===== config.mk =====
export PLATFORM = sky130hd
export DESIGN_NAME = fetch_sequencer
export DESIGN_NICKNAME = d
export VERILOG_FILES = /design/src/rtl/fetch_pkg.sv /design/src/rtl/fetch_fifo.sv /design/src/rtl/fetch_sequencer.sv
export SDC_FILE = /design/constraint.sdc
export NUM_CORES = 1
export LEC_CHECK = 0
export ABC_AREA = 1
export CAP_MARGIN = 30
export CORE_MARGIN = 2
export CORE_UTILIZATION = 35
export CTS_CLUSTER_DIAMETER = 60
export CTS_CLUSTER_SIZE = 12
export DETAILED_ROUTE_END_ITERATION = 8
export PLACE_DENSITY_LB_ADDON = 0.3
export REMOVE_ABC_BUFFERS = 1
export SYNTH_ARGS = -nofsm -noshare
export SYNTH_HDL_FRONTEND = slang
export SYNTH_HIERARCHICAL = 1
export SYNTH_SLANG_ARGS = --single-unit

===== constraint.sdc =====
create_clock -name clk -period 4.4 [get_ports clk]
set_input_delay 0.88 -clock clk [delete_from_list [all_inputs] [get_ports clk]]
set_output_delay 0.88 -clock clk [all_outputs]
set_load 0.005 [all_outputs]

===== src/rtl/fetch_pkg.sv =====
// fetch_pkg: shared types and constants for the instruction fetch sequencer.
package fetch_pkg;
  typedef enum logic [1:0] {BOOT, RUN, HALTED} state_t;
  localparam int ADDR_W = 8;
  localparam int INSTR_W = 32;
  localparam logic [ADDR_W-1:0] PC_STEP = 8'd4;
  localparam logic [INSTR_W-1:0] HALT_WORD = 32'h0;
endpackage


===== src/rtl/fetch_fifo.sv =====
// fetch_fifo: circular buffer of fetched {instr, pc} entries with registered head.
module fetch_fifo #(
  parameter int DEPTH = 2,
  parameter int W = 40,
  localparam int AW = $clog2(DEPTH),
  localparam int CW = AW + 1
) (
  input  logic          clk,
  input  logic          rst_n,
  input  logic          clear,
  input  logic          push,
  input  logic          pop,
  input  logic [W-1:0]  din,
  output logic [W-1:0]  dout,
  output logic          full,
  output logic          empty,
  output logic [CW-1:0] count
);
  logic [W-1:0] mem [DEPTH];
  logic [AW-1:0] rd, wr;
  logic do_push, do_pop;
  always_comb begin
    full = count == CW'(DEPTH);
    empty = count == '0;
    do_pop = pop & !empty;
    do_push = push & (!full | do_pop);
    dout = mem[rd];
  end
  // storage is cleared on reset so the head reads as zero straight out of reset
  always_ff @(posedge clk or negedge rst_n) begin
    if (!rst_n) begin
      for (int i = 0; i < DEPTH; i++) mem[i] <= '0;
      rd <= '0;
      wr <= '0;
      count <= '0;
    end else if (clear) begin
      rd <= '0;
      wr <= '0;
      count <= '0;
    end else begin
      if (do_push) mem[wr] <= din;
      wr <= wr + AW'(do_push);
      rd <= rd + AW'(do_pop);
      count <= count + CW'(do_push) - CW'(do_pop);
    end
  end
endmodule


===== src/rtl/fetch_sequencer.sv =====
// fetch_sequencer: PC/FSM/redirect control feeding a fetch FIFO toward decode.
// Optional FETCH_PERF_CNT_EN adds saturating push and full-stall counters.
module fetch_sequencer
  import fetch_pkg::*;
#(
  parameter int DEPTH = 2,
  parameter logic [ADDR_W-1:0] RESET_PC = 8'h00
) (
  input  logic               clk,
  input  logic               rst_n,
  output logic [ADDR_W-1:0]  imem_addr,
  input  logic [INSTR_W-1:0] imem_rd,
  input  logic               redirect_valid,
  input  logic [ADDR_W-1:0]  redirect_pc,
  output logic               out_valid,
  input  logic               out_ready,
  output logic [INSTR_W-1:0] out_instr,
  output logic [ADDR_W-1:0]  out_pc,
  output logic               halted
`ifdef FETCH_PERF_CNT_EN
  ,
  output logic [15:0]        perf_fetch,
  output logic [15:0]        perf_stall
`endif
);
  localparam int CW = $clog2(DEPTH) + 1;
  state_t state, state_nx;
  logic [ADDR_W-1:0] fetch_pc, pc_nx;
  logic full, empty, pop, fetch, push;
  logic [CW-1:0] count;
  logic [ADDR_W+INSTR_W-1:0] head;
  fetch_fifo #(.DEPTH(DEPTH), .W(ADDR_W + INSTR_W)) u_fifo (
    .clk(clk), .rst_n(rst_n), .clear(redirect_valid), .push(push), .pop(pop),
    .din({imem_rd, fetch_pc}), .dout(head), .full(full), .empty(empty), .count(count)
  );
  always_ff @(posedge clk or negedge rst_n) begin
    if (!rst_n) begin
      state <= BOOT;
      fetch_pc <= RESET_PC;
    end else begin
      state <= state_nx;
      fetch_pc <= pc_nx;
    end
  end
  // a zero word counts as a fetch attempt but halts instead of pushing
  always_comb begin
    pop = out_ready & !empty;
    fetch = (state == RUN) & !redirect_valid & (!full | pop);
    push = fetch & (imem_rd != HALT_WORD);
    state_nx = redirect_valid ? RUN : (state == BOOT) ? RUN : (fetch & !push) ? HALTED : state;
    pc_nx = redirect_valid ? {redirect_pc[ADDR_W-1:2], 2'b00} : push ? fetch_pc + PC_STEP : fetch_pc;
  end
  always_comb begin
    imem_addr = fetch_pc;
    out_valid = |count;
    {out_instr, out_pc} = head;
    halted = state == HALTED;
  end
`ifdef FETCH_PERF_CNT_EN
  always_ff @(posedge clk or negedge rst_n) begin
    if (!rst_n) begin
      perf_fetch <= '0;
      perf_stall <= '0;
    end else begin
      if (push && perf_fetch != 16'hFFFF) perf_fetch <= perf_fetch + 16'd1;
      if (state == RUN && full && !pop && perf_stall != 16'hFFFF) perf_stall <= perf_stall + 16'd1;
    end
  end
`endif
endmodule


Yosys cells after proc, flatten, opt, wreduce, memory -nomap -nowiden
Index checks and enable logic that the tools add are counted.
{"block": "totals", "word_cells": 56, "in_bits": 44, "reg_bits": 94, "out_inout_bits": 50}
{"block": "classes", "n_mux": 14, "n_eq_ne": 3, "bitwise_logic": 12, "n_addsub": 5, "reduce_logical": 12, "order_cmp": 3}
{"op": "40-bit two-way mux", "n": 4}
{"op": "80-bit bitwise mux", "n": 1}
{"op": "40-bit demux with 1-bit select", "n": 1}
{"op": "32-bit nonzero test", "n": 1}
{"op": "8-bit two-way mux", "n": 2}
{"op": "8-bit by 3-bit adder with 8-bit output, second input constant", "n": 1}
{"op": "2-bit two-way mux", "n": 4}
{"op": "1-bit bitwise AND", "n": 7}
{"op": "2-bit == test, second input constant", "n": 2}
{"op": "2-bit >= comparator, second input constant", "n": 2}
{"op": "1-bit zero test", "n": 4}
{"op": "2-bit zero test", "n": 2}
{"op": "1-bit inverter with 2-bit output", "n": 2}
{"op": "3-bit nonzero test", "n": 1}
{"op": "1-bit adder", "n": 2}
{"op": "2-bit by 1-bit adder with 2-bit output", "n": 1}
{"op": "2-bit by 1-bit == test with 1-bit output, second input constant", "n": 1}
{"op": "2-bit by 1-bit < comparator with 1-bit output, second input constant", "n": 1}
{"op": "1-bit two-way mux", "n": 2}
{"op": "1-bit OR", "n": 2}
{"op": "2-bit AND reduction", "n": 1}
{"op": "2-bit nonzero test", "n": 1}
{"op": "2-bit OR reduction", "n": 1}
{"op": "2-bit by 1-bit subtractor with 2-bit output", "n": 1}
{"op": "2 further kinds", "n": 2}

Logic depth before layout (Yosys ltp)
Gate-level depths: netlist of the first run.
{"block": "logic_depth", "depth_word": 11, "ltp_mapped": 14, "ltp_nobuf": 14}

By module
The synthesis of the first run kept the hierarchy.
{"module": "fetch_fifo", "instances": 1, "seq_area_each_um2": 2102.0, "area_each_um2": 3817.4, "cells_each": 505}
{"module": "fetch_sequencer", "instances": 1, "seq_area_each_um2": 200.2, "area_each_um2": 650.6, "cells_each": 105}

Worst setup path after synthesis of the first run
No wires, ideal clock.
{"block": "synth_path", "path_kind": "input to register", "start": "in imem_rd[1]", "end": "reg u_fifo.count[0]", "path_buffers": 0, "path_stages": 12, "required_ns": 4.287, "setup_ns": 0.113, "path_slack_ns": 2.092, "arrival_ns": 2.195, "cell_sequence": "nor2_1 -> nand2_1 -> nor2_1 -> nand2_1 -> o21ai_4 -> inv_1 -> nand2_1 -> ha_1 -> inv_1 -> ha_1 -> inv_1 -> nor2_1"}
{"block": "synth_between", "elab_chain_cells": 6}
{"item": "start, declared", "line_no": "fetch_sequencer.sv:12", "rtl": "input logic [INSTR_W-1:0] imem_rd,"}
{"item": "32-bit nonzero test", "line_no": "fetch_sequencer.sv:49", "rtl": "push = fetch & (imem_rd != HALT_WORD);"}
{"item": "1-bit bitwise AND", "line_no": "fetch_sequencer.sv:49"}
{"item": "via push", "line_no": "fetch_sequencer.sv:29", "rtl": "logic full, empty, pop, fetch, push;"}
{"item": "1-bit bitwise AND", "line_no": "fetch_fifo.sv:26", "rtl": "do_push = push & (!full | do_pop);"}
{"item": "2-bit by 1-bit adder with 2-bit output", "line_no": "fetch_fifo.sv:44", "rtl": "count <= count + CW'(do_push) - CW'(do_pop);"}
{"item": "2-bit by 1-bit subtractor with 2-bit output", "line_no": "fetch_fifo.sv:44"}
{"item": "2-bit two-way mux", "line_no": "fetch_fifo.sv:36", "rtl": "end else if (clear) begin"}
{"item": "end signal, assigned", "line_no": "fetch_fifo.sv:44"}
{"item": "end, declared", "line_no": "fetch_fifo.sv:17", "rtl": "output logic [CW-1:0] count"}
The timed path passes the listed nets, and every way through them passes these cells.
A chain may end at the register's enable or synchronous reset.

Worst setup path after layout of the first run
{"block": "layout_path", "start": "in redirect_valid", "end": "reg u_fifo/mem[36] in the netlist's numbering"}
{"block": "layout_between", "elab_chain_cells": 6, "elab_cells_between_ends": 7, "cone_classes": "5 x bitwise; 2 x reduce/logical"}
{"item": "start, declared", "line_no": "fetch_sequencer.sv:13", "rtl": "input logic redirect_valid,"}
{"item": "1-bit zero test", "line_no": "fetch_sequencer.sv:48", "rtl": "fetch = (state == RUN) & !redirect_valid & (!full | pop);"}
{"item": "1-bit bitwise AND (2 in a row)", "line_no": "fetch_sequencer.sv:48"}
{"item": "1-bit bitwise AND", "line_no": "fetch_sequencer.sv:49"}
{"item": "via push", "line_no": "fetch_sequencer.sv:29"}
{"item": "1-bit bitwise AND", "line_no": "fetch_fifo.sv:26"}
{"item": "2-bit AND reduction (no source line)"}
{"item": "end signal, assigned by index", "line_no": "fetch_fifo.sv:41", "rtl": "if (do_push) mem[wr] <= din;"}
{"item": "end, declared", "line_no": "fetch_fifo.sv:19", "rtl": "logic [W-1:0] mem [DEPTH];"}
The timed path passes the listed nets, and every way through them passes these cells.

==> impl_results.md, run 1 <==
- Status: finished clean
- Crit Path Max Fanout: 30
- Crit-path max cell delay: between 0.5 and 0.6 ns
- Ys Warns: 6
- Worst Max-Slew Pin Slew: between 0.6 and 0.7 ns
- Largest net degree at the start of global routing: 74
- Mean Syn Cell Area: 7.32 sq um
- CTS root buf: clkbuf_16
- Register area share after synthesis: 0.515
- Gr usage total: 0.179
- Mapped Cells: 610
- Peak supply drop: between 0.15 and 0.2 mV
- Register area: approximately 2300 sq um
- I/O pin total: 94
- Mapped cell area: 4470 sq um
- Final hold viol count: 0
- Crit share post-route: 0.736
- WL met2: 5500 um
- Leakage power: between 3 and 4 nW
- H-tree Lvls: 3
- Critical path class: primary input to flip-flop
- Initial antenna violation count: 0
- Fmax: about 310 MHz
- Multi-input gate area: 1970 sq um
- Worst rel slew slack: 0.542
- Number of global-route vias before repair: 3860
- Crit-path cells: clkdlybuf4s50_1, buf_4, inv_2, nand2_1, nor3_2, o21ai_4, inv_1, nand4_1, buf_12, nand2_1, nand2_1
- Post-CTS Hold Buffers: 0
- Worst Hold Class: primary input to asynchronous set/reset pin
- DRC viols: 0
- Fin crit period: 3.24 ns
- Share of cells above drive strength 1: 0.0560
- Layout area overhead: 31.2%
- Clock Sinks: 92
- Clock-pin slew of the registers on the worst-case setup and hold paths: 0.07 ns
- Post-synth top area cell: dfrtp_1
- Postcts setup bufs: 0
- Fill count: 1249
- Fin. max-slew vios: 0
- Core area: 12500 sq um
- Final Power: 0.00369 W
- CP max-delay cell: nand4_1
- Die area: 13700 sq um
- Global route overflow: 0
- Setup-failing EPs final: 0
- Die Height: 117 um
- Final nets: 739
- CTS tree: yes
- Final design utilization: 0.468
- Final cell count without fillers: 869
- Post-Route WL: 11800 um
- Vias/cell: 4.66
- Worst EP required: around 4.6 ns
- CP top delay family: buffers and inverters
- Yosys cell types: 25
- First-pass GRT wire length: 19100 um
- DIE WIDTH: 117 um
- DRT Pass-1 Iters: 5
- Most common cell on crit path: nand2_1
- Starting density of the core: 0.357
- PwrDens: 629 nW/um^2
- Met1 WL: 5570 um
- Num CTS Buffers: 9
- Clk_skew: between 0.005 and 0.006 ns
- Routed Antenna Nets: 0
- Drt wl/cell: 13.5 um
- CP arrival: 3.46 ns
- Placed instance count: 853
- PostCTS Resize Cnt: 0
- Wire length on met3: between 500 and 600 um
- IO buf count: 89
- Dominant cells by area after synthesis: dfrtp_1, nand2_1, nand3_1, nor2_1, buf_4
- First DRT Iteration DRCs: 275
- Post-synth top area share: 0.515
- RSZ-0062 raised after global routing: false
- DR vias: 4048
- Post-DP HPWL: 7460 um
- # rows: 41
- Crit. End Element: flip-flop
- Setup TNS: 0 ns
- Gpl congestion: approximately 0.83
- Highest routed metal layer: met4
- Maxcap violations: 0
- Number of diodes: 0
- Bufs and invs on worst path: 5
- Clock Latency Late Sink: 0.34 ns
- Register bit total from synthesis: 92
- Clock buffer depth: 2
- Worst Setup Start Kind: primary input
## cell families after synthesis
logic type,after synthesis,synth area share
compound gates,9,0.0137
fa+ha+maj,3,0.00840
flops,92,0.515
other cells,1,0.000839
buf+inv,47,0.0515
xor+xnor,3,0.00588
simple gates,455,0.404
## sequential cells by signal (all words and copies together) (netlist names)
name          count
u_fifo/mem       80
imem_addr         6
state             2
u_fifo/count      2
u_fifo/rd         1
u_fifo/wr         1
## cells in the final DEF, fill, tap and decap left out
cell,netlist,final
nand2_1,360,360
xnor2_1,1,1
a31o_2,1,1
clkinv_4,0,1
clkinv_2,0,1
buf_16,0,1
clkinvlp_4,0,2
nand3_2,1,1
bufinv_16,0,2
buf_4,10,8
nor2_2,2,1
conb_1,1,6
nand3_1,49,49
clkbuf_1,10,1
inv_1,11,11
nor2_1,35,34
nor3_2,1,1
a31oi_1,1,1
or2_2,1,1
nand2_2,1,1
xor2_1,2,2
buf_12,0,2
nor3_1,2,2
clkbuf_16,0,9
nand4_1,2,2
nand2_4,1,1
ha_1,3,3
o21ai_4,1,1
clkdlybuf4s50_1,0,88
dfrtp_1,92,92
inv_2,3,3
nor2_4,0,2
o21ai_0,6,6
## synthesized netlist by cell type, drive strengths merged
cell type	instances
conb	1
xor2	2
nor3	3
a31o	1
nand4	2
nand2	362
or2	1
dfrtp	92
xnor2	1
ha	3
a31oi	1
clkbuf	10
nor2	37
nand3	50
inv	14
o21ai	7
buf	23
## per-layer routing
metal  vias up  track usage
li1       2032            -
met1      1881        0.254
met2       124        0.279
met3        11       0.0288
met4         0       0.0675
met5         -            0
## power breakdown
group	total, W	internal, W	switching, W
Combinational	0.00144	0.000727	0.000710
Sequential	0.00143	0.00121	0.000220
Clock	0.000819	0.000498	0.000321
Total	0.00369	0.00244	0.00125
## final timing paths
check                                                start                         end  slack, ns  depth (start not counted)
worst max-delay path                        redirect_valid  u_fifo/mem[36]$_DFFE_PN0P_       1.16                         11
worst min-delay path                                 rst_n    imem_addr[7]$_DFFE_PN0P_       0.43                          1
worst max register to register   u_fifo/count[1]$_DFF_PN0_  u_fifo/mem[36]$_DFFE_PN0P_       1.95                         10
worst min register to register  u_fifo/mem[52]$_DFFE_PN0P_  u_fifo/mem[52]$_DFFE_PN0P_       0.47                          2
max in group asynchronous                            rst_n  u_fifo/mem[55]$_DFFE_PN0P_       3.31                          2
min in group clk                u_fifo/mem[52]$_DFFE_PN0P_  u_fifo/mem[52]$_DFFE_PN0P_       0.47                          2
## layout make-up
cell class / count / area share
Timing Repair Buffer: 99 / 0.172
Clock inverter: 6 / 0.0152
Sequential cell: 92 / 0.393
Inverter: 14 / 0.00896
Tap cell: 172 / 0.0367
Multi-Input combinational cell: 476 / 0.335
Clock buffer: 10 / 0.0391
## through the flow
step | setup WS, ns | hold WS [ns] | instance area (sq um)
floorplan | 1.19 | 0.442 | 4310
global placement | 0.888 | 0.454 | 5520
detailed placement | 0.859 | 0.459 | 5550
CTS | 1.15 | 0.425 | 5860
global route | 0.991 | 0.440 | 5860
finish | 1.16 | 0.425 | 5860
(Power assumes the default switching activity.)
==> run 2: changes to the inputs <==
==> constraint.sdc (replaced) <==
create_clock -name clk -period 2.9 [get_ports clk]
set_input_delay 0.58 -clock clk [delete_from_list [all_inputs] [get_ports clk]]
set_output_delay 0.58 -clock clk [all_outputs]
set_load 0.005 [all_outputs]
==> impl_results.md, run 2 (synthesized netlist as in run 1, its figures left out) <==
- Gr usage total: 0.184
- Initial antenna violation count: 0
- First DRT Iteration DRCs: 270
- Maxcap violations: 0
- Clock Latency Late Sink: 0.34 ns
- Critical path class: primary input to flip-flop
- Layout area overhead: 32.0%
- Fmax: 421 MHz
- Post-CTS Hold Buffers: 0
- RSZ-0062 raised after global routing: false
- DRT Pass-1 Iters: 5
- Most common cell after layout, fill and taps aside: nand2_1
- Fin crit period: roughly 2.4 ns
- Status: finished clean
- Leakage power: 3.05 nW
- Fin. max-slew vios: 0
- Largest register FFs: 80
- Internal power: 0.00360 W
- Core area: between 10000 and 15000 sq um
- Global route overflow: 0
- First-pass GRT wire length: 19600 um
- # rows: 41
- Post-DP HPWL: approximately 7800 um
- Clock-pin slew of the registers on the worst-case setup and hold paths: 0.07 ns
- Postcts setup bufs: 0
- DRC viols: 0
- DR vias: 4059
- Place WS: between 0.15 and 0.2 ns
- Crit. End Element: flip-flop
- Vias/cell: around 4.6
- Crit Path Max Fanout: 24
- CP arrival: ~2.7 ns
- Setup TNS: 0 ns
- Clk_skew: 0.00924 ns
- Clock share of power: 0.204
- Worst EP required: 3.18 ns
- Sw power: 0.00190 W
- Switching share of total power: 0.345
- CTS tree: yes
- PwrDens: roughly 930 nW/um^2
- Biggest register: u_fifo/mem
- Starting density of the core: 0.357
- Most frequent cells in the layout: nand2_1, dfrtp_1, clkdlybuf4s50_1
- PostCTS Resize Cnt: 0
- Worst Setup Start Kind: primary input
- Num CTS Buffers: 9
- Share of cells above drive strength 1: 0.0668
- Worst Max-Slew Pin Slew: between 0.5 and 0.6 ns
- Largest net degree at the start of global routing: 51
- Peak supply drop: 0.331 mV
- Routed Antenna Nets: 0
- Die Height: 117 um
- H-tree Lvls: 3
- I/O pin total: between 90 and 100
- DIE WIDTH: 117 um
- Number of diodes: 0
- PnR worst setup slack: 0.524 ns
- Clock buffer depth: 2
- Logic gate share of total power: 0.401
- Post-Route WL: roughly 12000 um
- CTS root buf: clkbuf_16
- Placed cell area: 5610 sq um
- Clock Sinks: 92
- IO buf count: 89
- Setup-failing EPs final: 0
- Final nets: about 750
- Final Power: 0.00550 W
- Final hold viol count: 0
- Drt wl/cell: 13.2 um
- Gpl congestion: a little over 0.8
- Crit share post-route: 0.819
- Part of the power in registers: 0.395
- Worst rel slew slack: 0.620
- Die area: about 14000 sq um
- Design area: between 5000 and 6000 sq um
- Number of global-route vias before repair: 3946
- Worst Hold Class: primary input to asynchronous set/reset pin
==> run 2: routing by layer <==
metal	vias to the layer above	part of all wire	GRT usage
met5	-	0	0
met4	0	0.0093	0.0478
met3	8	0.050	0.0402
met2	111	0.47	0.288
met1	1903	0.47	0.260
li1	2037	-	-
==> run 2: layout make-up <==
| cell class | instances | area, sq um |
|---|---|---|
| clock buffer | 11 | 253 |
| tap | 172 | 215 |
| sequential | 92 | 2300 |
| clock inverter | 5 | 35.0 |
| multi-input combinational | 476 | 1970 |
| timing repair buffer | 106 | 1070 |
| fill | 1267 | 6620 |
| inverter | 14 | 52.6 |
==> run 2: worst paths after layout <==
check                                      startpoint                          to  slack (ns)  cells after the start
max                                        imem_rd[4]  u_fifo/mem[22]$_DFFE_PN0P_        0.52                     12
min                                             rst_n    imem_addr[7]$_DFFE_PN0P_        0.22                      1
max reg2reg                 u_fifo/count[1]$_DFF_PN0_  u_fifo/mem[22]$_DFFE_PN0P_        0.70                     11
min reg2reg                u_fifo/mem[66]$_DFFE_PN0P_  u_fifo/mem[66]$_DFFE_PN0P_        0.47                      2
max in group asynchronous                       rst_n   u_fifo/mem[5]$_DFFE_PN0P_        1.99                      2
min in group clk           u_fifo/mem[66]$_DFFE_PN0P_  u_fifo/mem[66]$_DFFE_PN0P_        0.47                      2
==> run 2: through the flow <==
stage,std cells,utilization,hold slack [ns]
after global routing,876,0.471,0.264
after CTS,876,0.471,0.246
after global placement,859,0.446,0.454
after floorplan,582,-,0.284
final,876,0.471,0.218
after detailed placement,860,0.448,0.458
==> run 2: critical path: stages <==
cell and delay, ns:
clkdlybuf4s50_1 0.55, nor2_1 0.07, nand2_1 0.05, nor2_1 0.04, nand2_1 0.16, o21ai_4 0.09, inv_1 0.10, nand3_1 0.14
nor2_4 0.47, buf_16 0.24, nand2_1 0.07, nand2_1 0.07
==> run 2: power by group through the flow <==
| stage | Sequential [W] | Combinational (W) | Clock [W] |
|---|---|---|---|
| floorplan | 0.00213 | 0.00105 | 0 |
| global placement | 0.00216 | 0.00218 | 0 |
| detailed placement | 0.00219 | 0.00223 | 0 |
| CTS | 0.00217 | 0.00224 | 0.00115 |
| global route | 0.00226 | 0.00251 | 0.00121 |
| finish | 0.00217 | 0.00220 | 0.00112 |
